===== src/rtl/dynamic_branch_predictor.sv =====
// Direct-mapped branch predictor: 2-bit saturating-counter BHT plus tagged BTB.
// Lookup is combinational from the fetch PC; updates come from the decode stage.
module dynamic_branch_predictor #(
  parameter int unsigned ENTRIES = 8
) (
  input  logic        clk,
  input  logic        rst_n,
  input  logic [15:0] PC_curr,
  input  logic [15:0] IF_ID_PC_curr,
  input  logic        wen_BHT,
  input  logic        wen_BTB,
  input  logic        actual_taken,
  input  logic [15:0] actual_target,
  output logic [1:0]  prediction,
  output logic        predict_taken,
  output logic [15:0] predicted_target
);

  localparam int unsigned IDX_W = $clog2(ENTRIES);
  localparam int unsigned TAG_W = 16 - IDX_W - 1;

  typedef struct packed {
    logic             valid;
    logic [TAG_W-1:0] tag;
    logic [15:0]      target;
  } btb_entry_t;

  logic [1:0]       bht_q [ENTRIES];
  logic [1:0]       bht_d [ENTRIES];
  btb_entry_t       btb_q [ENTRIES];
  btb_entry_t       btb_d [ENTRIES];

  logic [IDX_W-1:0] rd_idx;
  logic [TAG_W-1:0] rd_tag;
  logic [IDX_W-1:0] wr_idx;
  logic [TAG_W-1:0] wr_tag;
  logic [1:0]       cnt;
  logic             hit;

  // PC[0] is never used: instructions are halfword aligned.
  assign rd_idx = PC_curr[IDX_W:1];
  assign rd_tag = PC_curr[15:IDX_W+1];
  assign wr_idx = IF_ID_PC_curr[IDX_W:1];
  assign wr_tag = IF_ID_PC_curr[15:IDX_W+1];

  // Next-state tables: saturating counter step and BTB overwrite, independently enabled.
  always_comb begin
    bht_d = bht_q;
    btb_d = btb_q;
    cnt   = bht_q[wr_idx];
    if (wen_BHT) begin
      if (actual_taken) begin
        if (cnt != 2'b11) cnt = cnt + 2'd1;
      end else begin
        if (cnt != 2'b00) cnt = cnt - 2'd1;
      end
      bht_d[wr_idx] = cnt;
    end
    if (wen_BTB) begin
      btb_d[wr_idx].valid  = 1'b1;
      btb_d[wr_idx].tag    = wr_tag;
      btb_d[wr_idx].target = actual_target;
    end
  end

  // Table storage; asynchronous reset clears counters and invalidates the BTB.
  always_ff @(posedge clk or negedge rst_n) begin
    if (!rst_n) begin
      bht_q <= '{default: '0};
      btb_q <= '{default: '0};
    end else begin
      bht_q <= bht_d;
      btb_q <= btb_d;
    end
  end

  // Zero-latency lookup; reads the pre-update tables (no write bypass).
  always_comb begin
    hit              = btb_q[rd_idx].valid && (btb_q[rd_idx].tag == rd_tag);
    prediction       = bht_q[rd_idx];
    predict_taken    = hit && bht_q[rd_idx][1];
    predicted_target = hit ? btb_q[rd_idx].target : 16'h0000;
  end

endmodule


===== config.mk =====
export PLATFORM = sky130hd
export DESIGN_NAME = dynamic_branch_predictor
export DESIGN_NICKNAME = d
export VERILOG_FILES = /design/src/rtl/dynamic_branch_predictor.sv
export SDC_FILE = /design/constraint.sdc
export NUM_CORES = 1
export LEC_CHECK = 0
export ABC_AREA = 0
export CAP_MARGIN = 10
export CORE_MARGIN = 2
export CORE_UTILIZATION = 50
export DETAILED_ROUTE_END_ITERATION = 6
export GPL_TIMING_DRIVEN = 0
export PLACE_DENSITY = 0.72
export RECOVER_POWER = 100
export SKIP_CTS_REPAIR_TIMING = 1
export SYNTH_ARGS = -nofsm -noshare
export SYNTH_HDL_FRONTEND = slang
export SYNTH_SLANG_ARGS = --single-unit

===== constraint.sdc =====
create_clock -name clk -period 2.3 [get_ports clk]
set_input_delay 0.345 -clock clk [delete_from_list [all_inputs] [get_ports clk]]
set_output_delay 0.345 -clock clk [all_outputs]
set_load 0.005 [all_outputs]

Word level (Yosys, flattened, before mapping)
Index checks and enable logic that the tools add are counted.
{"block": "op_classes", "addsub": 2, "order_cmp": 3, "n_eq_ne": 2, "mux": 26, "bitwise": 2, "reduce_logical": 4}
{"cell": "$bwmux 232", "count": 3}
{"cell": "$demux 29 s3", "count": 3}
{"cell": "$bmux 29 s3", "count": 1}
{"cell": "$mux 29", "count": 3}
{"cell": "$mux 16", "count": 2}
{"cell": "$mux 28", "count": 1}
{"cell": "$mux 2", "count": 9}
{"cell": "$bwmux 16", "count": 1}
{"cell": "$bmux 2 s3", "count": 2}
{"cell": "$eq 12x12->1", "count": 1}
{"cell": "$ge 4x4->1 const B", "count": 2}
{"cell": "$not 3->4", "count": 2}
{"cell": "$demux 2 s3", "count": 1}
{"cell": "$lt 4x1->1 const B", "count": 1}
{"cell": "$logic_and 1x1->1", "count": 3}
{"cell": "$add 2x1->2 const B", "count": 1}
{"cell": "$ne 2x2->1 const B", "count": 1}
{"cell": "$reduce_bool 2->1", "count": 1}
{"cell": "$sub 2x1->2 const B", "count": 1}
{"block": "totals", "reg_bits": 248, "input_bits": 53, "out_inout_bits": 19, "wordCells": 71}

Longest topological paths before layout
{"block": "logic_depth", "word_depth": 9, "depth_mapped": 9, "depth_no_buf": 6}

Worst setup path before layout
No wires, ideal clock.
{"block": "synth_timing", "path_type": "in2out", "start": "input port PC_curr[2]", "end": "output port predicted_target[0]", "arrival_ps": 2130, "required_time_ps": 1955, "slack_ps": -175, "path_stages": 7, "path_buffers": 2, "path_cell_list": "buf_2 mux4_2 mux2i_1 xor2_1 nand3_1 buf_2 nor4_2"}
{"block": "synth_via", "elab_chain_cells": 7}
{"element": "start: declaration", "line": "8", "rtl": "input logic [15:0] PC_curr,"}
{"element": "$not 3->4 (implied by the code) (*)", "line": "79, 82"}
{"element": "$bmux 29 s3 (*)", "line": "79, 82"}
{"element": "$mux 29 (implied by the code) (*) (2 in a row)", "line": "79", "rtl": "hit = btb_q[rd_idx].valid && (btb_q[rd_idx].tag == rd_tag);"}
{"element": "$eq 12x12->1", "line": "79"}
{"element": "$logic_and 1x1->1", "line": "79"}
{"element": "$mux 16 (*)", "line": "82", "rtl": "predicted_target = hit ? btb_q[rd_idx].target : 16'h0000;"}
{"element": "end: declaration", "line": "16", "rtl": "output logic [15:0] predicted_target"}
Every way passes the cells marked *; elsewhere a longest branch is shown, timed or not. The select of a mux whose other input is x is not followed.

Final worst setup path
{"block": "layout_timing", "start": "register btb_q[49] (netlist bit)", "end": "output port predict_taken"}
{"block": "layout_via", "elab_chain_cells": 6}
{"element": "start: declaration", "line": "30", "rtl": "btb_entry_t btb_q [ENTRIES];"}
{"element": "start signal: assignment", "line": "73", "rtl": "btb_q <= btb_d;"}
{"element": "$bmux 29 s3", "line": "79"}
{"element": "$mux 29 (implied by the code)", "line": "79"}
{"element": "$mux 29"}
{"element": "$eq 12x12->1", "line": "79"}
{"element": "$logic_and 1x1->1", "line": "79"}
{"element": "$logic_and 1x1->1", "line": "81", "rtl": "predict_taken = hit && bht_q[rd_idx][1];"}
{"element": "end: declaration", "line": "15", "rtl": "output logic predict_taken,"}
No other way between the ends. The select of a mux whose other input is x is not followed.

==> metrics <==
Non-Filler Instances between 1000 and 1500; Max-slew headroom -0.110; failing checks capacitance limit, slew limit, setup timing; Via density about 6; largest cells by area after synthesis dfrtp_1 (53%), mux2_2 (23%), mux4_2 (9.7%); Hold WS 467 ps; I/O Pins 72; Slew Viols, Final 129; hold_sp btb_q[173]; Total Power roughly 13 mW; clock network power share 0.323; fillers roughly 1700; Sequential Power Share 0.463; Multi-input gate area around 5400 µm²; WP data arrival between 2000 and 3000 ps; actual slew at the worst max-slew pin between 1500 and 2000 ps; EDFF count, synth 0; Syn Std Cell Area 11600 µm²; R2R setup slack just over 300 ps; reg2reg end bht_q[3]; pwr dens 899 nW/µm²; switching part of the total 0.267; die area roughly 24000 µm²; YS warnings 0; Cells after Synth ~770; hold worst-path end btb_q[173]; H-Tree Depth 1; DRT Pass-1 Iters 4; WL final about 28000 µm; GRT Total Usage 0.234; first-pass GRT wire length around 44000 µm; fin nets 950; # setup viols final roughly 170; combinational power share 0.215; Inserted Diodes 0; Placer Congestion roughly 0.87; area share of the largest cell type after synthesis 0.534; initial antenna violation count 0; Crit path largest cell delay approximately 480 ps; Site Rows between 50 and 60; via count between 7000 and 8000; Critical Path RT 1960 ps; Core Region 22700 µm²; Final Skew 6.38 ps; RSZ-0062 raised after global routing true; DP HPWL 18200 µm; asr flop ratio synth 1.00; share of the yosys chip area belonging to registers 0.534; startpoint types flip-flop; Seq. cell area 6210 µm²; max_cap viols 1; delay-heaviest family, CP multiplexers; f_max 312 MHz; CTS Buffer Depth 3; Area Overhead vs Synth 21.9%; crit path cell chain mux4_2 > mux2i_1 > xor2_1 > nand3_4 > buf_6 > buf_4 > nor4b_2 > dlymetal6s2s_1; Initial DRC Count approximately 410; Buffers & Inverters on Critical Path 3; critical path type flip-flop to output port; utilization after layout 0.624; Clk Latency, worst-skew pair approximately 520 ps; post-place setup slack -1850 ps; placed insts around 1100; die height around 160 µm; Reg-to-Reg Start bht_q[4]; crit path time final approximately 3200 ps; initial core utilization 0.512; critical path endpoint category output port; Leak Pwr a little over 6 nW; Synthesized Nets around 820; DRC errors left 0; GRT Residual Overflow 0; largest net degree at the start of global routing between 100 and 150; number of buffers created by CTS 26; Netlist cell types 46; final worst-path cycle share 1.39; min setup slack post-route -903 ps; prevailing post-synth register cell dfrtp_1; Worst R2R Path Depth 4; post-route ant nets 0; Port Buffers 68; Worst-path clk slew 60 ps; Crit-path slowest cell mux4_2; Switching Power between 3 and 4 mW; vias in the first global route 7843; worst min path class flip-flop to flip-flop; hold path cells 1; Synth area leader dfrtp_1; Syn Area/Cell ~15 µm²; share of layout cells above drive strength 1 0.495; post-synthesis register bit count 248; TritonCTS clock tree done; CP max FO 7; peak supply drop approximately 0.62 mV; Internal between 9 and 10 mW; run status finished, violations left; clock root buffer clkbuf_16; Die X between 150 and 200 µm; Wirelength per Cell around 23 µm; CTS sink cnt 248; Fin. Hold Viols 0
==> how the worst max path moves through the flow <==
| stage | slack, ps | endpoint | start | depth (start not counted) |
|---|---|---|---|---|
| global placement | -8710 | btb_q[51] | rst_n | 1 |
| global route | -1010 | predicted_target[11] | btb_q[56] | 8 |
| detailed placement | -1850 | predicted_target[11] | PC_curr[3] | 10 |
| finish | -900 | predict_taken | btb_q[49] | 8 |
| floorplan | -40 | predicted_target[0] | PC_curr[1] | 8 |
| CTS | -1840 | predicted_target[11] | PC_curr[3] | 10 |
==> kinds of logic (layout without fill, tap and decap cells) <==
kind of cell             after synthesis  after routing  share of synthesized area
AND/OR/NAND/NOR                       92             92                     0.0535
buffers and inverters                 50            199                     0.0209
flip-flops                           248            248                      0.534
AO/OA/AOI/OAI                         35             35                     0.0201
multiplexers                         334            334                      0.367
XOR/XNOR                               5              5                    0.00377
adder cells (fa/ha/maj)                1              1                   0.000861
==> metal layers <==
metal	wire (µm)	track usage	vias to the layer above
met5	0	0	-
met4	720	0.0778	0
met3	1380	0.0424	52
met2	14500	0.407	203
met1	11500	0.297	3753
li1	-	-	3158
==> power by group through the flow <==
stage / logic (mW) / clock network, mW / registers, mW
4_1_cts: 2.50 / 4.18 / 5.88
2_1_floorplan: 1.84 / 0 / 5.75
3_5_place_dp: 2.49 / 0 / 5.95
6_report: 2.74 / 4.11 / 5.89
5_1_grt: 2.96 / 4.38 / 6.00
3_3_place_gp: 2.35 / 0 / 5.85
==> area by class of cell <==
type / instances / area share
Clock inverter: 9 / 0.00574
Clock buffer: 36 / 0.0536
Sequential cell: 248 / 0.438
Tap cell: 285 / 0.0252
Multi-Input combinational cell: 467 / 0.381
Buffer: 49 / 0.0278
Timing Repair Buffer: 105 / 0.0686
==> worst reg2reg max path: cells and delay by family (launching register included) <==
family	cells	cell delay (ps)
flops	1	400
mux	3	1080
fa+ha+maj	1	390
==> state kept, by name, indices dropped and copies added, names as in the netlist <==
register,count
bht_q,16
btb_q,232
==> per-stage QoR <==
stage / instance area (µm²) / setup TNS, ps
floorplan: 11700 / -334
global placement: 12700 / -2293570
detailed placement: 12800 / -150870
finish: 14200 / -42140
CTS: 13600 / -59350
global route: 14200 / -103740
==> synthesized netlist by cell type (2+ instances only) <==
master and number:
dfrtp_1 248, mux2_2 238, mux4_2 50, mux2i_1 44, clkbuf_1 20, nand2_1 16
buf_2 14, nor4_2 10, buf_1 9, nor2b_1 9, nor4_1 9, a22oi_1 8
nand3_1 8, o21ai_0 8, nand2b_1 7, a21oi_1 6, nor2_1 6, and3_1 5
xor2_1 5, buf_4 4, nand3b_1 4, or2_2 4, buf_6 3, nand4_1 3
a2bb2oi_1 2, and2_1 2, mux2_1 2, nor3b_1 2, o22a_1 2
==> cell usage in the layout, fill, tap and decap left out, drive strengths merged, types with 3 or more instances in the layout <==
cell           instances
a22oi                  8
nand2b                 7
nand2                 16
nand3b                 4
dfrtp                248
xor2                   5
nor4                  19
clkinvlp               3
buf                   70
and3                   5
nand3                  8
nand4                  4
o21ai                  9
mux2i                 44
a21oi                  6
clkdlybuf4s50         44
nor2b                  9
or2                    4
clkinv                 5
clkbuf                69
mux2                 240
mux4                  50
dlymetal6s2s           4
nor2                   6
Power figures use the tool's default switching activity.
